File: config.mk
export PLATFORM = sky130hd
export DESIGN_NAME = csr_file_m
export DESIGN_NICKNAME = d
export VERILOG_FILES = /design/src/rtl/csr_file_m.sv
export SDC_FILE = /design/constraint.sdc
export NUM_CORES = 1
export LEC_CHECK = 0
export BUFFER_PORTS_ARGS = -buffer_cell sky130_fd_sc_hd__buf_2
export CAP_MARGIN = 40
export CORE_UTILIZATION = 25
export CTS_BUF_LIST = sky130_fd_sc_hd__clkbuf_8 sky130_fd_sc_hd__clkbuf_16
export DETAILED_ROUTE_END_ITERATION = 8
export GPL_ROUTABILITY_DRIVEN = 1
export PLACE_DENSITY = 0.37
export SYNTH_ARGS = -nofsm -noshare
export SYNTH_HDL_FRONTEND = slang
export SYNTH_SLANG_ARGS = --single-unit
export TNS_END_PERCENT = 10
File: constraint.sdc
create_clock -name clk -period 8.3 [get_ports clk]
set_input_delay 0.415 -clock clk [delete_from_list [all_inputs] [get_ports clk]]
set_output_delay 0.415 -clock clk [all_outputs]
set_load 0.02 [all_outputs]
File: src/rtl/csr_file_m.sv
// csr_file_m: machine-mode CSR file with trap/mret sequencing, redirect PC and mcycle/minstret counters
module csr_file_m #(
  parameter int XLEN = 32,
  parameter int CNT_W = 64,
  parameter logic [XLEN-1:0] MTVEC_RST = '0,
  parameter bit VECTORED_EN = 1'b1
) (
  input  logic            clk,
  input  logic            rst,
  input  logic [1:0]      csr_op,
  input  logic [11:0]     csr_addr,
  input  logic [XLEN-1:0] csr_wdata,
  output logic [XLEN-1:0] csr_rdata,
  output logic            csr_illegal,
  input  logic            exc_valid,
  input  logic [3:0]      exc_cause,
  input  logic [XLEN-1:0] exc_pc,
  input  logic            mret,
  input  logic [XLEN-1:0] next_pc,
  input  logic            irq_ext,
  input  logic            irq_timer,
  input  logic            irq_sw,
  input  logic            instr_retire,
  output logic            redirect,
  output logic [XLEN-1:0] redirect_pc
);
  localparam int HW = CNT_W - XLEN;
  localparam logic [XLEN-1:0] MTVEC_MASK = VECTORED_EN ? ~XLEN'(2) : ~XLEN'(3);
  localparam logic [XLEN-1:0] MIE_MASK = XLEN'(12'h888);
  localparam logic [XLEN-1:0] EPC_MASK = ~XLEN'(3);
  logic st_mie_q, st_mie_d, st_mpie_q, st_mpie_d;
  logic [XLEN-1:0] mie_q, mie_d, mtvec_q, mtvec_d, mscratch_q, mscratch_d;
  logic [XLEN-1:0] mepc_q, mepc_d, mcause_q, mcause_d;
  logic [CNT_W-1:0] mcycle_q, mcycle_d, minstret_q, minstret_d;
  logic [XLEN-1:0] mstatus, mip, pend, base, wval;
  logic impl, wr_try, illegal, int_req, act, take_exc, take_mret, take_int, we;
  logic [3:0] int_code;
  always_comb begin
    mstatus = '0;
    mstatus[12:11] = 2'b11;
    mstatus[7] = st_mpie_q;
    mstatus[3] = st_mie_q;
    mip = '0;
    mip[3] = irq_sw;
    mip[7] = irq_timer;
    mip[11] = irq_ext;
    pend = mip & mie_q;
    int_req = st_mie_q & |pend;
    int_code = pend[11] ? 4'd11 : pend[3] ? 4'd3 : 4'd7;
    take_exc = exc_valid;
    take_mret = ~exc_valid & mret;
    take_int = ~exc_valid & ~mret & int_req;
    act = exc_valid | mret | int_req;
    base = mtvec_q & ~XLEN'(3);
    redirect = ~rst & act;
    redirect_pc = take_exc ? base : take_mret ? mepc_q :
                  mtvec_q[0] ? base + (XLEN'(int_code) << 2) : base;
    impl = 1'b1;
    case (csr_addr)
      12'h300: csr_rdata = mstatus;
      12'h304: csr_rdata = mie_q;
      12'h305: csr_rdata = mtvec_q;
      12'h340: csr_rdata = mscratch_q;
      12'h341: csr_rdata = mepc_q;
      12'h342: csr_rdata = mcause_q;
      12'h344: csr_rdata = mip;
      12'hB00: csr_rdata = mcycle_q[XLEN-1:0];
      12'hB80: csr_rdata = XLEN'(mcycle_q[CNT_W-1:XLEN]);
      12'hB02: csr_rdata = minstret_q[XLEN-1:0];
      12'hB82: csr_rdata = XLEN'(minstret_q[CNT_W-1:XLEN]);
      default: begin
        csr_rdata = '0;
        impl = 1'b0;
      end
    endcase
    // RS/RC with a zero operand is a pure read and never counts as a write attempt
    wr_try = (csr_op == 2'b01) | (csr_wdata != '0);
    illegal = (csr_op != 2'b00) & (~impl | ((csr_addr == 12'h344) & wr_try));
    csr_illegal = ~rst & illegal;
    we = (csr_op != 2'b00) & wr_try & ~illegal & ~act;
    wval = csr_op == 2'b01 ? csr_wdata : csr_op == 2'b10 ? csr_rdata | csr_wdata : csr_rdata & ~csr_wdata;
    st_mie_d = st_mie_q;
    st_mpie_d = st_mpie_q;
    mie_d = mie_q;
    mtvec_d = mtvec_q;
    mscratch_d = mscratch_q;
    mepc_d = mepc_q;
    mcause_d = mcause_q;
    mcycle_d = mcycle_q + CNT_W'(1);
    minstret_d = minstret_q + CNT_W'(instr_retire & ~exc_valid);
    if (we)
      case (csr_addr)
        12'h300: begin
          st_mie_d = wval[3];
          st_mpie_d = wval[7];
        end
        12'h304: mie_d = wval & MIE_MASK;
        12'h305: mtvec_d = wval & MTVEC_MASK;
        12'h340: mscratch_d = wval;
        12'h341: mepc_d = wval & EPC_MASK;
        12'h342: mcause_d = wval;
        12'hB00: mcycle_d = {mcycle_q[CNT_W-1:XLEN], wval};
        12'hB80: mcycle_d = {wval[HW-1:0], mcycle_q[XLEN-1:0]};
        12'hB02: minstret_d = {minstret_q[CNT_W-1:XLEN], wval};
        12'hB82: minstret_d = {wval[HW-1:0], minstret_q[XLEN-1:0]};
        default: ;
      endcase
    if (take_exc | take_int) begin
      mepc_d = (take_exc ? exc_pc : next_pc) & EPC_MASK;
      mcause_d = take_exc ? XLEN'(exc_cause) : {1'b1, (XLEN-1)'(int_code)};
      st_mpie_d = st_mie_q;
      st_mie_d = 1'b0;
    end
    if (take_mret) begin
      st_mie_d = st_mpie_q;
      st_mpie_d = 1'b1;
    end
  end
  always_ff @(posedge clk or posedge rst)
    if (rst) begin
      st_mie_q <= 1'b0;
      st_mpie_q <= 1'b0;
      mie_q <= '0;
      mtvec_q <= MTVEC_RST & MTVEC_MASK;
      mscratch_q <= '0;
      mepc_q <= '0;
      mcause_q <= '0;
      mcycle_q <= '0;
      minstret_q <= '0;
    end else begin
      st_mie_q <= st_mie_d;
      st_mpie_q <= st_mpie_d;
      mie_q <= mie_d;
      mtvec_q <= mtvec_d;
      mscratch_q <= mscratch_d;
      mepc_q <= mepc_d;
      mcause_q <= mcause_d;
      mcycle_q <= mcycle_d;
      minstret_q <= minstret_d;
    end
endmodule

## Word level (Yosys, flattened, before mapping)

Index checks and enable logic that the tools add are counted.

- $add $sub $neg: 3
- Equality and inequality tests: 17
- Muxes and demuxes: 29
- Bitwise logic cells: 28
- Reduce and logical (&&, ||, !) cells: 15

Operator list:

| cell | number |
|---|---|
| $mux W32 | 13 |
| $pmux W32 S11 | 1 |
| $pmux W64 S2 | 2 |
| $mux W64 | 2 |
| $eq A12 B10 Y1 const B | 7 |
| $add A64 B1 Y64 const B | 1 |
| $add A64 B64 Y64 | 1 |
| $and A1 B64 Y64 | 1 |
| $not A1 Y64 | 1 |
| $eq A12 B12 Y1 const B | 4 |
| $add A32 B6 Y32 | 1 |
| $and A32 B32 Y32 | 1 |
| $not A32 Y32 | 1 |
| $or A32 B32 Y32 | 1 |
| $reduce_bool A32 Y1 | 1 |
| $reduce_or A32 Y1 | 1 |
| $and A12 B12 Y12 | 1 |
| $reduce_and A2 Y1 | 6 |
| $and A1 B1 Y1 | 11 |
| $reduce_or A11 Y1 | 1 |
| $mux W1 | 9 |
| $ne A2 B2 Y1 const B | 4 |
| $reduce_bool A2 Y1 | 4 |
| $not A1 Y1 | 6 |
| other kinds (6) | 11 |

- Bits in registers: 260
- Output and inout port bits: 66

## Longest topological paths before layout

Gate-level depths: netlist (run 1).

- Word-level depth: 12
- Gate-level depth with buffers: 15

## Least setup slack after synthesis (run 1)

No wires, ideal clock.

- Path type: input -> register
- Start: input port exc_valid
- End: register minstret_q[53]
- Library setup time: 0.153 ns
- Arrival time: 3.239 ns
- Required time: 8.147 ns
- Path slack: 4.908 ns
- Stages: 14
- Buffers on the path: 5
- Path through: clkbuf_1 -> clkbuf_1 -> clkbuf_1 -> buf_1 -> nor2b_1 -> ha_1 -> and4_1 -> nand2b_1 -> or4_1 -> nor3_1 -> clkbuf_1 -> a21oi_1 -> o21ai_0 -> o211ai_1

- Longest elaborated chain between the ends: 5
- Elaborated cells between the ends (all ways): 10
- Those cells by class: add/sub: 1; eq/ne: 1; mux: 2; bitwise: 6

RTL lines:

| element | RTL line | source |
|---|---|---|
| from (decl) | 15 | `input logic exc_valid,` |
| $not A1 Y64 / $or A1 B1 Y1 (equally long branches) | 90, 53 |  |
| $and A1 B64 Y64 / $or A1 B1 Y1 (equally long branches) | 90, 53 |  |
| $add A64 B64 Y64 / $not A1 Y1 (equally long branches) | 90, 80 |  |
| $pmux W64 S2 / $and A1 B1 Y1 (equally long branches) | 92, 80 |  |
| $mux W64 / $ne A2 B2 Y1 (equally long branches) | -- |  |
| to (signal assigned) | 139 | `minstret_q <= minstret_d;` |
| to (decl) | 34 | `logic [CNT_W-1:0] mcycle_q, mcycle_d, minstret_q, minstret_d;` |

Parallel ways exist; a longest one is shown, timed or not.
A chain may end at the register's enable or synchronous reset.

## Worst setup path after layout (run 1)

- Start: input port csr_op[0]
- End: register mcycle_q[23]

- Longest elaborated chain between the ends: 9
- Elaborated cells between the ends (all ways): 16
- Those cells by class: eq/ne: 3; mux: 4; bitwise: 8; reduce/logical: 1

RTL lines:

| element | RTL line | source |
|---|---|---|
| from (decl) | 10 | `input logic [1:0] csr_op,` |
| $eq A2 B1 Y1 | 77, 81 |  |
| $or A1 B1 Y1 | 77 | `wr_try = (csr_op == 2'b01) \| (csr_wdata != '0);` |
| $and A1 B1 Y1 | 78 | `illegal = (csr_op != 2'b00) & (~impl \| ((csr_addr == 12'h344) & wr_try));` |
| $or A1 B1 Y1 | 78 |  |
| $and A1 B1 Y1 | 78 |  |
| $not A1 Y1 | 80 | `we = (csr_op != 2'b00) & wr_try & ~illegal & ~act;` |
| $and A1 B1 Y1 (2 in a row) | 80 |  |
| $ne A2 B2 Y1 (no source line) / $mux W64 (equally long branches) | -- |  |
| to (signal assigned) | 138 | `mcycle_q <= mcycle_d;` |
| to (decl) | 34 |  |

Parallel ways exist; a longest one is shown, timed or not.

==> metrics, run 1 <==
Worst setup SP type=input port; HP Class=in2reg; setup TNS=0 ns; clock buffer count from CTS=37; Seq/Total Area, Yosys=36.1%; Arrival @ worst endpoint=4.97 ns; clock tree buffer depth=3; Worst-Skew Late Latency=0.57 ns; status=completed; final setup violation count=0; Netlist Area Pre-Place=0.0179 mm2; Layout Nets=2429; top-area cell type share of the netlist area=36.1%; die area=0.0727 mm2; PwrDens=162 mW/mm2; DRT Pass-1 Iters=6; core area=0.0704 mm2; largest net degree at the start of global routing=75; site row count=97; Final Routed Wirelength=101000 um; commonest non-fill, non-tap cell in the layout=nand2_1; Total GRT Usage=27.0%; Crit. End Element=register; GP Congestion=0.957; DRT iter0 DRCs=2124; post-synthesis register bit count=258; hpwl dp=73800 um; reg-to-reg startpoint=mie_q[11]; clock-pin slew on the worst setup and hold paths=0.06 ns; Min Clock Period, post-route=4.54 ns; Die X=270 um; R2R depth=9; crit path capture=mcycle_q[23]; Die H=270 um; Root Driver=clkbuf_16; post-route cell area=0.0214 mm2; # clock sinks=258; FMAX=220 MHz; initial antenna violation count=6; Crit Path Class=in2reg; RSZ-0062 raised after global routing=no; placed cell area=0.0202 mm2; CP startpoint=csr_op[0]; CP max FO=25; ANT nets after route=0; grt ovf=0; first-pass GRT wire length=143000 um; H-tree depth=2; remaining routing DRC violations=0; effective utilization at floorplan=25.4%; number of synthesized flops with an enable pin=0; R2R Path End=mcycle_q[23]; Lkg Pwr=8.67 nW; Area Growth Syn to Fin=19.7%; reg-to-reg setup timing slack=4.64 ns; Netlist cell types=94; MaxCap Viol Count=0; cells after synthesis=2157; via count=19421; Hold-fix buffers, CTS=1; Setup Fix Bufs, Post-CTS=0; VDD IR max=106 uV; IO Count=188; final period utilization=54.7%; IO buf count=181; Synth area leaders=dfrtp_1 (36%), nand2_1 (5.8%), o21ai_0 (5.4%); Vias/cell=5.94; CTS tree=built; share of layout cells above drive strength 1=18.6%; Max-slew headroom=36.1%; Yosys top cell by area=dfrtp_1; Final Hold Vio Count=0; YS warnings=0; Slew @ Worst Pin=0.958 ns; vias in the first global route=18432; highest-count cells in the layout ignoring fill and taps=nand2_1 (274), dfrtp_1 (258), o21ai_0 (191); Critical Path RT=8.73 ns; Synth Flop Type=dfrtp_1; async set-reset flop share out of synthesis=100%; skew final=0.0191 ns; count of pins over their slew limit=0; Wirelength per Cell=30.7 um; syn_area_per_cell=8.30 um2; # resized after CTS=0
[report_power, final]
group / total, mW / switching (mW) / internal (mW)
sequential: 1.40 / 0.0834 / 1.31
clock: 1.57 / 0.666 / 0.908
combinational: 0.510 / 0.344 / 0.166
total: 3.48 / 1.09 / 2.39
[Yosys cell counts (all sizes together) (42+ instances only)]
cell and number:
nand2 275, dfrtp 258, o21ai 204, nor2 129
clkbuf 126, a21oi 125, nand3 116, a22oi 73
nor3 63, mux2i 62, nand4 55, nor4 44
o211ai 44, xnor2 42
[per-layer routing]
layer  vias up  global-route usage [%]  share of wire [%]
met5         -                       0              0.025
li1       8538                       -                  -
met1      9822                    36.8                 43
met3       175                    4.30                7.6
met4         4                    11.1                4.2
met2       882                    42.3                 45
[registers in the layout, summed over array words and instances (netlist names)]
register and cells:
mscratch_q 32, mie_q 3, minstret_q 64, mepc_q 30
mcycle_q 64, mtvec_q 31, st_mie_q 1, st_mpie_q 1
mcause_q 32
[cells by family (layout without fill, tap and decap cells)]
kind of cell	after synthesis	after routing	synth area share, %
XOR/XNOR	63	63	3.08
other	1	6	0.0209
adder cells (fa/ha/maj)	6	6	0.419
flip-flops	258	258	36.1
AND/OR/NAND/NOR	846	846	24.4
buffers and inverters	194	364	4.42
multiplexers	100	100	5.92
AO/OA/AOI/OAI	689	689	25.7
[metrics by stage]
stage | instances | power [mW] | worst slack (ns) | hold slack, ns | util, %
4_1_cts | 3267 | 3.52 | 3.95 | 0.0759 | 30.4
3_5_place_dp | 3200 | 1.93 | 3.34 | 0.471 | 28.8
3_3_place_gp | 3181 | 1.91 | 3.44 | 0.460 | 28.4
6_report | 3272 | 3.48 | 3.76 | 0.105 | 30.4
2_1_floorplan | 2158 | 1.65 | 0.787 | 0.446 | -
5_1_grt | 3271 | 3.60 | 3.70 | 0.104 | 30.4
[cell type report]
cell class | count | area [um2]
repair buffers | 271 | 1710
clock inverters | 20 | 90.1
fillers | 7510 | 49000
clock buffers | 46 | 1070
multi-input cells | 1706 | 10800
inverters | 27 | 109
diodes | 4 | 10.0
flip-flops and latches | 258 | 6460
well taps | 940 | 1180
[worst max-delay path: stages]
cell	delay (ns)
buf_2	0.61
inv_1	0.58
o21ai_0	0.58
o31a_1	0.67
nand3_1	0.83
buf_4	0.51
nand2_1	0.39
nor3_1	0.10
a211o_1	0.26
[worst min path at each step]
stage	startpoint	end	slack, ns	depth (start not counted)
floorplan	mscratch_q[26]	mscratch_q[26]	0.45	2
CTS	exc_pc[4]	mepc_q[4]	0.08	2
global placement	mscratch_q[26]	mscratch_q[26]	0.46	2
global route	exc_pc[4]	mepc_q[4]	0.10	2
detailed placement	mscratch_q[26]	mscratch_q[26]	0.47	2
finish	exc_pc[4]	mepc_q[4]	0.10	2
No activity file was read; power rests on OpenSTA's default activity.
==> inputs of run 2 (changes only) <==
Settings changed: ABC_AREA from default to 1, PLACE_DENSITY 0.37 to 0.39.
Clock period 8.3 ns to 4.1 ns, I/O delays scaled along.
==> run 2 against run 1 <==
Against the previous run: critical endpoint is now redirect_pc[15]; design area rose by 12%; clock skew barely moved; largest cell class unchanged; hold slack got worse by 0.085 ns; register-to-register slack got worse by 3.6 ns; routed wire length rose by 20%; clock-buffer cell count did not move; highest routed layer unchanged; flip-flop and latch count did not move; sequential power rose by 97%; final cell count rose by 40%.
==> metrics, run 2 <==
status=completed (unchanged); Setup WS post-layout=0.0145 ns (was 3.76 ns); Slew @ Worst Pin=0.949 ns (was 0.958 ns); Worst-Skew Late Latency=0.58 ns (was 0.57 ns); MaxCap Viol Count=0 (unchanged); clock share of power=47.2% (was 45.2%); Wirelength per Cell=26.4 um (was 30.7 um); Comb pwr share=13.6% (was 14.6%); site row count=103 (was 97); Lkg Pwr=12.3 nW (was 8.67 nW); count of pins over their slew limit=0 (unchanged); Root Driver=clkbuf_16 (unchanged); CTS tree=built (unchanged); most common cell in the synthesized netlist=nand2_1 (unchanged); DRT Pass-1 Iters=6 (unchanged); Worst path max stage delay=0.72 ns (was 0.83 ns); Yosys top cell by area=dfrtp_1 (unchanged); Critical Path RT=3.89 ns (was 8.73 ns); Final Hold Vio Count=0 (unchanged); # clock sinks=258 (unchanged); P_int=4.84 mW (was 2.39 mW); YS warnings=0 (unchanged); remaining routing DRC violations=0 (unchanged); VDD IR max=232 uV (was 106 uV); placed cell area=0.0226 mm2 (was 0.0202 mm2); clock-pin slew on the worst setup and hold paths=0.06 ns (about the same); effective utilization at floorplan=25.4% (about the same); pre-CTS setup slack=0.756 ns (was 3.34 ns); Synth Flop Type=dfrtp_1 (unchanged); CP delay by family, top=simple AND/OR/NAND/NOR gates (was buffers and inverters); GR Layer Usage met2=46.5% (was 42.3%); first-pass GRT wire length=170000 um (was 143000 um); setup TNS=0 ns (unchanged); synth cell count leaders=nand2_1 (1299), nor2_1 (379), nand3_1 (282) (was nand2_1 (275), dfrtp_1 (258), o21ai_0 (192)); Crit. End Element=output pin (was register); Total GRT Usage=29.2% (was 27.0%); Die X=286 um (was 270 um); GRT Max-Usage Layer=met2 (unchanged); FMAX=245 MHz; die area=0.0819 mm2 (was 0.0727 mm2); Worst setup SP type=register (was input port); Register Area=0.00646 mm2 (unchanged); number of synthesized flops with an enable pin=0 (unchanged); area of the multi-input gates=0.0120 mm2 (was 0.0108 mm2); master of the slowest instance on the critical path=o21ai_0 (was nand3_1); Vias/cell=5.10 (was 5.94); post-route cell area=0.0241 mm2 (was 0.0214 mm2); H-tree depth=2 (unchanged); Setup Fix Bufs, Post-CTS=0 (unchanged); Max-slew headroom=36.6% (was 36.1%); Hold Worst Slack=0.0191 ns (was 0.105 ns); syn_area_per_cell=6.16 um2 (was 8.30 um2); Die H=286 um (was 270 um); CP max FO=6 (was 25); met3 usage in global routing=3.70% (was 4.30%); PwrDens=292 mW/mm2 (was 162 mW/mm2); met1 Use GR=41.2% (was 36.8%); Seq/Total Area, Yosys=32.0% (was 36.1%); HP Class=in2reg (unchanged); Final Routed Wirelength=121000 um (was 101000 um); clock tree buffer depth=3 (unchanged); top-area cell type share of the netlist area=32.0% (was 36.1%); largest net degree at the start of global routing=88 (was 75); Synth area leaders=dfrtp_1 (32%), nand2_1 (24%), nor2_1 (7.0%) (was dfrtp_1 (36%), nand2_1 (5.8%), o21ai_0 (5.4%)); vias in the first global route=22154 (was 18432); Layout Nets=3620 (was 2429); DRT iter0 DRCs=2459 (was 2124); Min Clock Period, post-route=4.09 ns; async set-reset flop share out of synthesis=100% (unchanged); grt ovf=0 (unchanged); worst-path cell chain=nand2_1, nor2_1, inv_1, o21ai_0, nand3_1, nor2_1, xor2_1, nand2_1, o211ai_1, buf_2 (was buf_2, inv_1, o21ai_0, o31a_1, nand3_1, buf_4, nand2_1, nor3_1, a211o_1); Arrival @ worst endpoint=3.88 ns (was 4.97 ns); fillcell total=9213 (was 7510); Critical path buffers and inverters=2 (was 3); highest-count cells in the layout ignoring fill and taps=nand2_1 (1299), nor2_1 (378), inv_1 (282), nand3_1 (282), dfrtp_1 (258) (was nand2_1 (274), dfrtp_1 (258), o21ai_0 (191)); Largest regs=mcycle_q (64), minstret_q (64) (unchanged); IO buf count=181 (unchanged); hpwl dp=94200 um (was 73800 um); clock buffer count from CTS=39 (was 37); GP Congestion=0.973 (was 0.957); cells after synthesis=3277 (was 2157); Netlist Area Pre-Place=0.0202 mm2 (was 0.0179 mm2); final period utilization=99.6%; core area=0.0794 mm2 (was 0.0704 mm2); Flop pwr share=39.2% (was 40.1%); ANT nets after route=0 (unchanged); post-synthesis register bit count=258 (unchanged); Area Growth Syn to Fin=19.2% (was 19.7%); RSZ-0062 raised after global routing=no (unchanged); commonest non-fill, non-tap cell in the layout=nand2_1 (unchanged); share of layout cells above drive strength 1=11.1% (was 18.6%); Crit Path Class=reg2out (was in2reg); initial antenna violation count=4 (was 6); NetSw=2.20 mW (was 1.09 mW); Netlist cell types=47 (was 94); Switching Share=31.2% (was 31.4%); via count=23333 (was 19421); IO Count=188 (unchanged); final setup violation count=0 (unchanged); skew final=0.0193 ns (was 0.0191 ns)
[run 2: cell types whose count changed in the layout (fill, tap and decap cells not counted), sizes merged, moves of 37 or more]
cell / change
nand2: +1038
a21oi: -110
inv: +263
nor2: +273
mux2i: -62
xor2: +94
mux2: -37
a22oi: -73
nand3: +168
[run 2: worst reg2reg max path: cells and delay by family (launching register included)]
family                 cells  cell delay, ns
buffers and inverters      1            0.41
flip-flops                 1            0.64
AO/OA/AOI/OAI              1            0.56
AND/OR/NAND/NOR            6            1.43
[run 2: stage by stage]
stage | cells | util, % | total power [mW]
floorplan | 3278 | - | 3.22
finish | 4571 | 30.3 | 7.04
global placement | 4470 | 28.4 | 3.73
CTS | 4568 | 30.3 | 7.09
global route | 4568 | 30.3 | 7.26
detailed placement | 4472 | 28.4 | 3.73
[run 2: repair_timing]
| action | in CTS | in global routing |
|---|---|---|
| endpoints found under the hold margin | 138 | 0 |
| gates resized for setup | 0 | 0 |
| hold buffers | 29 | 0 |
[run 2: path summary, 6_finish.rpt]
path	startpoint	endpoint	slack, ns	depth (start not counted)
worst min-delay path	next_pc[30]	mepc_q[30]	0.02	5
worst max-delay path	mtvec_q[11]	redirect_pc[15]	0.01	10
worst max register to register	mtvec_q[0]	minstret_q[32]	0.99	8
max in group asynchronous	rst	minstret_q[59]	2.87	5
min in group asynchronous	rst	mscratch_q[4]	0.14	3
worst min register to register	mcause_q[29]	mcause_q[29]	0.47	2
[run 2: kinds of logic after synthesis]
logic type	share of synthesized area, %
fa+ha+maj	0.372
flops	32.0
other cells	0.0186
xor+xnor	5.73
compound gates	8.07
simple gates	45.2
buf+inv	8.67
[run 2: final cells by class]
cell class	count	area share, %
antenna	3	0.0312
clock buffer	46	4.55
clock inverter	21	0.478
inverter	291	4.57
multi-input combinational	2602	49.8
sequential	258	26.8
tap	1050	5.46
timing repair buffer	300	8.25
[run 2: per-layer routing]
metal | up-vias | part of all wire [%]
met5 | - | 0.011
met4 | 2 | 2.6
met3 | 125 | 6.5
met2 | 950 | 45
met1 | 11377 | 46
li1 | 10879 | -
[run 2: power groups by stage]
stage,registers [mW],logic (mW),clock network (mW)
finish,2.76,0.959,3.32
global route,2.77,1.03,3.46
CTS,2.75,0.954,3.38
detailed placement,2.80,0.926,0
global placement,2.80,0.926,0
floorplan,2.73,0.491,0
